===== config.mk =====
export PLATFORM = sky130hd
export DESIGN_NAME = alu
export DESIGN_NICKNAME = d
export VERILOG_FILES = /design/src/rtl/alu_pkg.sv /design/src/rtl/alu_core.sv /design/src/rtl/alu.sv
export SDC_FILE = /design/constraint.sdc
export NUM_CORES = 1
export LEC_CHECK = 0
export CORE_AREA = 2 2 85 87
export DETAILED_ROUTE_END_ITERATION = 6
export DIE_AREA = 0 0 87 89
export MAX_ROUTING_LAYER = met4
export PLACE_DENSITY = 0.65
export SYNTH_ARGS = -nofsm -noshare
export SYNTH_HDL_FRONTEND = slang
export SYNTH_HIERARCHICAL = 1
export SYNTH_SLANG_ARGS = --single-unit

===== constraint.sdc =====
create_clock -name clk -period 1 [get_ports clk]
set_clock_uncertainty 0.1 [all_clocks]
set_input_delay 0.3 -clock clk [delete_from_list [all_inputs] [get_ports clk]]
set_output_delay 0.3 -clock clk [all_outputs]
set_load 0.02 [all_outputs]

===== src/rtl/alu_pkg.sv =====
// Shared opcode encodings and data width for the ALU slice.
// Latency: n/a (constants only).
// Backpressure: n/a.
package alu_pkg;

    localparam int DATA_W = 8;

    localparam logic [2:0] OP_NANDNOR = 3'b000;
    localparam logic [2:0] OP_ANDOR   = 3'b001;
    localparam logic [2:0] OP_XOR     = 3'b010;
    localparam logic [2:0] OP_ADDSUB  = 3'b011;
    localparam logic [2:0] OP_SHL     = 3'b100;
    localparam logic [2:0] OP_SRAROL  = 3'b101;
    localparam logic [2:0] OP_SLT     = 3'b110;
    localparam logic [2:0] OP_PASS    = 3'b111;

endpackage


===== src/rtl/alu_core.sv =====
// Combinational ALU datapath: result and carry/borrow from operands, class and variant.
// Latency: 0 cycles (pure logic).
// Backpressure: none; output follows inputs continuously.
module alu_core
    import alu_pkg::*;
(
    input  logic [DATA_W-1:0] a,
    input  logic [DATA_W-1:0] b,
    input  logic [2:0]        control,
    input  logic              f,
    output logic [DATA_W-1:0] result,
    output logic              carry
);

    logic [2:0]                sh;
    logic [DATA_W:0]           sum;
    logic [DATA_W:0]           diff;
    logic [2*DATA_W-1:0]       rot;
    logic signed [DATA_W-1:0]  sra;
    logic                      lt_u;
    logic                      lt_s;

    // Only the low three bits of b act as a shift/rotate amount.
    assign sh   = b[2:0];
    // Bit 8 of the 9-bit sum is the carry; bit 8 of the 9-bit difference is the borrow (a < b).
    assign sum  = {1'b0, a} + {1'b0, b};
    assign diff = {1'b0, a} - {1'b0, b};
    // Rotate-left taken from the upper half of the doubled operand, so amount 0 returns a.
    assign rot  = {a, a} << sh;
    assign sra  = $signed(a) >>> sh;
    assign lt_u = (a < b);
    assign lt_s = ($signed(a) < $signed(b));

    // Select the operation result; carry is only meaningful for add/sub.
    always_comb begin
        result = '0;
        carry  = 1'b0;
        case (control)
            OP_NANDNOR: result = f ? ~(a & b) : ~(a | b);
            OP_ANDOR:   result = f ? (a & b) : (a | b);
            OP_XOR:     result = f ? (a ^ b) : ~(a ^ b);
            OP_ADDSUB: begin
                result = f ? sum[DATA_W-1:0] : diff[DATA_W-1:0];
                carry  = f ? sum[DATA_W] : diff[DATA_W];
            end
            OP_SHL:     result = f ? (a >> sh) : (a << sh);
            OP_SRAROL:  result = f ? sra : rot[2*DATA_W-1:DATA_W];
            OP_SLT:     result = {{(DATA_W-1){1'b0}}, (f ? lt_u : lt_s)};
            OP_PASS:    result = f ? a : b;
            default: begin
                result = '0;
                carry  = 1'b0;
            end
        endcase
    end

endmodule


===== src/rtl/alu.sv =====
// 8-bit ALU with registered result, zero flag and carry/borrow flag.
// Latency: 1 cycle from inputs to c/zero/carry.
// Backpressure: none; a new operation is captured on every rising edge.
module alu
    import alu_pkg::*;
(
    input  logic              clk,
    input  logic              rst_n,
    input  logic [DATA_W-1:0] a,
    input  logic [DATA_W-1:0] b,
    input  logic [2:0]        control,
    input  logic              f,
    output logic [DATA_W-1:0] c,
    output logic              zero,
    output logic              carry
);

    logic [DATA_W-1:0] res_nxt;
    logic              carry_nxt;
    logic              zero_nxt;

    alu_core u_core (
        .a       (a),
        .b       (b),
        .control (control),
        .f       (f),
        .result  (res_nxt),
        .carry   (carry_nxt)
    );

    // Zero is decoded from the next result so the flag lands on the same edge as c.
    assign zero_nxt = (res_nxt == '0);

    // Output register; reset clears the result and flags immediately.
    always_ff @(posedge clk or negedge rst_n) begin
        if (!rst_n) begin
            c     <= '0;
            zero  <= 1'b1;
            carry <= 1'b0;
        end else begin
            c     <= res_nxt;
            zero  <= zero_nxt;
            carry <= carry_nxt;
        end
    end

endmodule


=== After elaboration in Yosys (flattened, before gate mapping) ===
Cells that the tools add are included.

* Magnitude comparators: 2
* Equality and inequality tests: 7
* Shift-type cells: 4
* Reductions and logical operators: 2
* Add/sub/neg operators: 2
* Bitwise gates (word level): 6
* Multiplexer cells: 11

{| class="wikitable"
|+ Operator list
! operator !! count
|-
| 8-bit one-hot mux with 8 select lines || 1
|-
| 8-bit 2-to-1 mux || 7
|-
| 8-bit inverter || 3
|-
| 8-bit < comparator || 2
|-
| 16-bit by 3-bit << shifter with 16-bit output || 1
|-
| 3-bit equality test, second input constant || 4
|-
| 8-bit by 8-bit adder with 9-bit output || 1
|-
| 8-bit by 8-bit subtractor with 9-bit output || 1
|-
| 8-bit AND || 1
|-
| 8-bit logical NOT || 1
|-
| 8-bit bitwise OR || 1
|-
| 8-bit by 3-bit << shifter with 8-bit output || 1
|-
| 8-bit by 3-bit right shift with 8-bit output || 1
|-
| 8-bit by 3-bit >>> shifter with 8-bit output || 1
|-
| 8-bit XOR || 1
|-
| 3-bit by 2-bit equality test with 1-bit output, second input constant || 2
|-
| 3-bit by 1-bit equality test with 1-bit output, second input constant || 1
|-
| 3-bit logical NOT || 1
|-
| 1-bit 2-to-1 mux || 3
|}

* Output and inout port bits: 10
* Input bits: 22
* Register bits: 10

=== Depth between registers and ports, before layout ===
Gate-level depths: netlist of run 1.

* Word-level depth: 5
* Mapped depth: 12
* Mapped depth without buffers: 12

=== By module ===
Netlist of run 1, hierarchy kept.

{| class="wikitable"
|+ Modules (own cells, without submodules)
! module !! instances !! area each (µm²) !! cells each !! seq. area each (µm²)
|-
| alu_core || 1 || 2374.8 || 355 || 0.0
|-
| alu || 1 || 270.3 || 13 || 251.5
|}

=== Worst setup path before layout of run 1 ===
No wires, ideal clock.

* Kind: input-to-reg
* Start: in b[1]
* End: reg zero
* Setup slack: -1.848 ns
* Arrival: 2.681 ns
* Stages on the path: 11
* Library setup time: 0.068 ns
* Required time: 0.832 ns
* Buffers on the path: 1
* Cell sequence: buf_4 clkinv_1 ha_1 a211oi_2 nor3_1 a21oi_1 xnor2_1 nor2_1 o32a_1 or4_1 nor2_1

* Elaborated cells between the ends (all ways): 24
* Those cells by class: add/sub (2); order compare (2); shift (4); mux (9); bitwise (6); reduce/logical (1)

{| class="wikitable"
|+ RTL lines
! element !! line !! RTL
|-
| from (decl) || alu.sv:10 || <nowiki>input logic [DATA_W-1:0] b,</nowiki>
|-
| 8-bit by 8-bit subtractor with 9-bit output, or another cell as far along || alu_core.sv:27 || <nowiki>assign diff = {1'b0, a} - {1'b0, b};</nowiki>
|-
| 8-bit 2-to-1 mux, on equally long branches || alu_core.sv:43, alu_core.sv:46, alu_core.sv:47 ||
|-
| 8-bit one-hot mux with 8 select lines (*) || alu_core.sv:38 || <nowiki>case (control)</nowiki>
|-
| net res_nxt[3] || alu.sv:18 || <nowiki>logic [DATA_W-1:0] res_nxt;</nowiki>
|-
| 8-bit logical NOT (*) || alu.sv:32 || <nowiki>assign zero_nxt = (res_nxt == '0);</nowiki>
|-
| net zero_nxt || alu.sv:20 || <nowiki>logic zero_nxt;</nowiki>
|-
| to (signal assigned) || alu.sv:42 || <nowiki>zero <= zero_nxt;</nowiki>
|-
| to (decl) || alu.sv:14 || <nowiki>output logic zero,</nowiki>
|}

Mark *: on every way through the listed nets, which the timed path passes. The rest lies on a longest branch.

=== Worst setup path in the final report of run 1 ===
Same ends and word-level chain as after synthesis.

==> results of run 1 <==
## power groups by stage
stage,clock (mW),combinational (mW),sequential [mW]
after floorplan,0,0.987,0.546
after global placement,0,1.95,0.475
after detailed placement,0,1.98,0.476
after CTS,0.490,2.15,0.481
after global routing,0.505,2.55,0.485
final,0.483,2.40,0.481
## stage by stage
| step | power, mW | utilization [%] |
|---|---|---|
| after floorplan | 1.53 | - |
| after global placement | 2.42 | 59.3 |
| after CTS | 3.12 | 64.4 |
| final | 3.36 | 67.8 |
| after detailed placement | 2.45 | 59.3 |
| after global routing | 3.53 | 67.8 |
## timing repair
action | 4_1_cts | 5_1_grt
resized for setup | 164 | 45
setup buffers | 11 | 9
gates cloned | 1 | 1
pin swaps | 36 | 26
hold buffers | 0 | 0
endpoints found under the setup margin | 20 | 20
## how the worst max path moves through the flow
| stage | end | startpoint |
|---|---|---|
| after floorplan | zero | b[1] |
| after global placement | zero | a[0] |
| after detailed placement | zero | a[0] |
| after CTS | zero | b[1] |
| after global routing | zero | a[0] |
| final | zero | b[1] |
## metal layers
layer	vias to the layer above	global-route usage, %
met1	1670	34.2
met2	193	47.1
met3	40	2.77
li1	1651	-
met4	0	11.5
met5	-	-
## flip-flops by register name, indices dropped and copies added (netlist names)
name,flops
c,8
carry,1
zero,1
## cells by family after synthesis
family | Yosys count
buf+inv | 58
compound gates | 121
mux | 22
xor+xnor | 4
fa+ha+maj | 29
flops | 10
simple gates | 124
## area by class of cell
type / instances / share of cell area, %
well taps: 80 / 2.20
inverters: 28 / 2.96
clock buffers: 4 / 1.21
multi-input cells: 300 / 56.1
flip-flops and latches: 10 / 5.52
repair buffers: 171 / 32.0
## cells in the final DEF (no fill, tap or decap), types with 7 or more instances in the layout
cell      instances
a21oi_1          20
ha_1             12
mux2i_1          11
nor3_1            9
nand2b_1          8
dfrtp_1           9
inv_2            12
inv_1            10
o21ai_1           7
nand3_1          12
nand2_1          28
nor2_1           33
ha_4             10
o21ai_0          15
buf_6            22
buf_4           125
==> results.json, run 1 <==
{
  "critPathMaxStageDelay_ns": 0.58,
  "finalSetupViolCount": 20,
  "synth-edff-count": 0,
  "synth_compound_area_share_pct": 32.0,
  "grt_pass1_vias": 3343,
  "maxCapViolations": 0,
  "syn_avg_cell_area_sq_um": 7.19,
  "nFillCells": 568,
  "setup_tns_ns": -12.90,
  "cts.clk_slew.worst_paths_ns": 0.04,
  "fmax_mhz": 398,
  "ant_nets": 0,
  "place_inst": 571,
  "synth_cell_types": 66,
  "dr_total_vias": 3554,
  "p_sw_mw": 1.34,
  "cp_cell_sequence": "buf_8, buf_12, mux2_2, and2_4, o31ai_4, nand4_1, nor3_1, a31oi_2, or4_4, nor2_4",
  "tritoncts": "done",
  "diodes": 0,
  "crit_slowest_cell": "or4_4",
  "crit_cells": 10,
  "wl_met2_microns": 5200,
  "ys.flop_type": "dfrtp_1",
  "io_buffer_count": 31,
  "violations": "negative setup slack",
  "criticalPathCategory": "input pin to flip-flop",
  "synth_top_family_by_area": "compound AO/OA/AOI/OAI gates",
  "synth_seq_cells": 10,
  "fin_crit_sh_pct": 251,
  "maxUsedRoutingLayer": "met4",
  "wl_met1_microns": 4640,
  "hp-class": "input pin to async pin",
  "yosys.area.top_type": "ha_1",
  "pwr-share-seq_pct": 14.3,
  "grt_max_degree": 28,
  "clockPowerShare_pct": 14.4,
  "die_x_microns": 87,
  "required_ns": 1.07,
  "final_nets": 565,
  "synth_commonest_cells": "nor2_1 (34), nand2_1 (29), a21oi_1 (27), ha_1 (27), o21ai_0 (25)",
  "antenna_found_initial": 0,
  "status": "finished with violations",
  "netlist_instances": 368,
  "switching_share_pct": 39.8,
  "rsz0062_at_grt": "yes",
  "layoutNonFillerInstCount": 593,
  "drc": 0,
  "die_h_microns": 89,
  "rows": 30,
  "hold_viol_final": 0,
  "end_kind": "flip-flop",
  "viasPerCell": 5.99,
  "htreeDepth": 1,
  "gr-total-overflow": 0,
  "core_area_sq_um": 6720,
  "gp_congestion": 0.974,
  "fin_ws_ns": -1.51,
  "dp_slack_ns": -2.22,
  "tightest_slew_ns": 0.426,
  "initial_core_util_pct": 39.4,
  "maxSlewViolCount": 0,
  "dpl.hpwl_microns": 8200,
  "yosys.area_share.simple_pct": 23.2,
  "area_growth_pct": 72.3,
  "cts-buffers-inserted": 3,
  "startpoint_type": "input pin",
  "final_area_sq_um": 4560,
  "synth_xor_area_share_pct": 1.32,
  "firstDrtPassIters": 5,
  "wl_microns": 11200,
  "multi_input_area_sq_um": 2560,
  "yosysSeqAreaShare_pct": 9.51,
  "place_area_sq_um": 3980,
  "synth_fp_nets": 419,
  "period_needed_ns": 2.51,
  "final_layout_size_suffix_gt1_share_pct": 50.1,
  "peakVddDrop_v": 0.000371,
  "clock-sinks": 10,
  "ios": 32,
  "synth.area.mux_share_pct": 10.5,
  "syn_area_sq_um": 2650,
  "holdWs_ns": 0.311,
  "ys_top_cells_by_area": "ha_1 (13%), dfrtp_1 (8.5%), a21oi_1 (5.1%), mux2i_1 (4.9%), nor2_1 (4.8%)",
  "cp_max_fo": 5,
  "powerDensity_nw_per_um2": 738,
  "regArea_sq_um": 251,
  "path_buf_inv": 2,
  "p_leak_nw": 1.97,
  "p_int_mw": 2.02,
  "max-slew-margin-rel_pct": 71.6,
  "grt_pass1_wl_microns": 16500,
  "drt_iter0_markers": 339,
  "synthArstFlopShare_pct": 100,
  "synth.most_common_cell": "nor2_1",
  "grtUsageTotal_pct": 27.9,
  "synth_top_area_share_pct": 12.8,
  "wl_met3_microns": 814,
  "clockBufferDepth": 2,
  "comb_power_share_pct": 71.3,
  "routedWlPerCell_microns": 18.8,
  "path_delay_family": "simple AND/OR/NAND/NOR gates",
  "dieArea_sq_um": 7740,
  "synth_warnings": 6,
  "arrival_ns": 2.58,
  "cts_root_buf": "clkbuf_8",
  "synthAdderAreaFrac_pct": 14.3
}
Power figures use the tool's default switching activity.
==> run 2, diff against run 1 <==
SETUP_SLACK_MARGIN = 0.1   (was unset)
==> results of run 2 <==
Same layout as run 1: the final DEF is identical, and so are final timing and power.
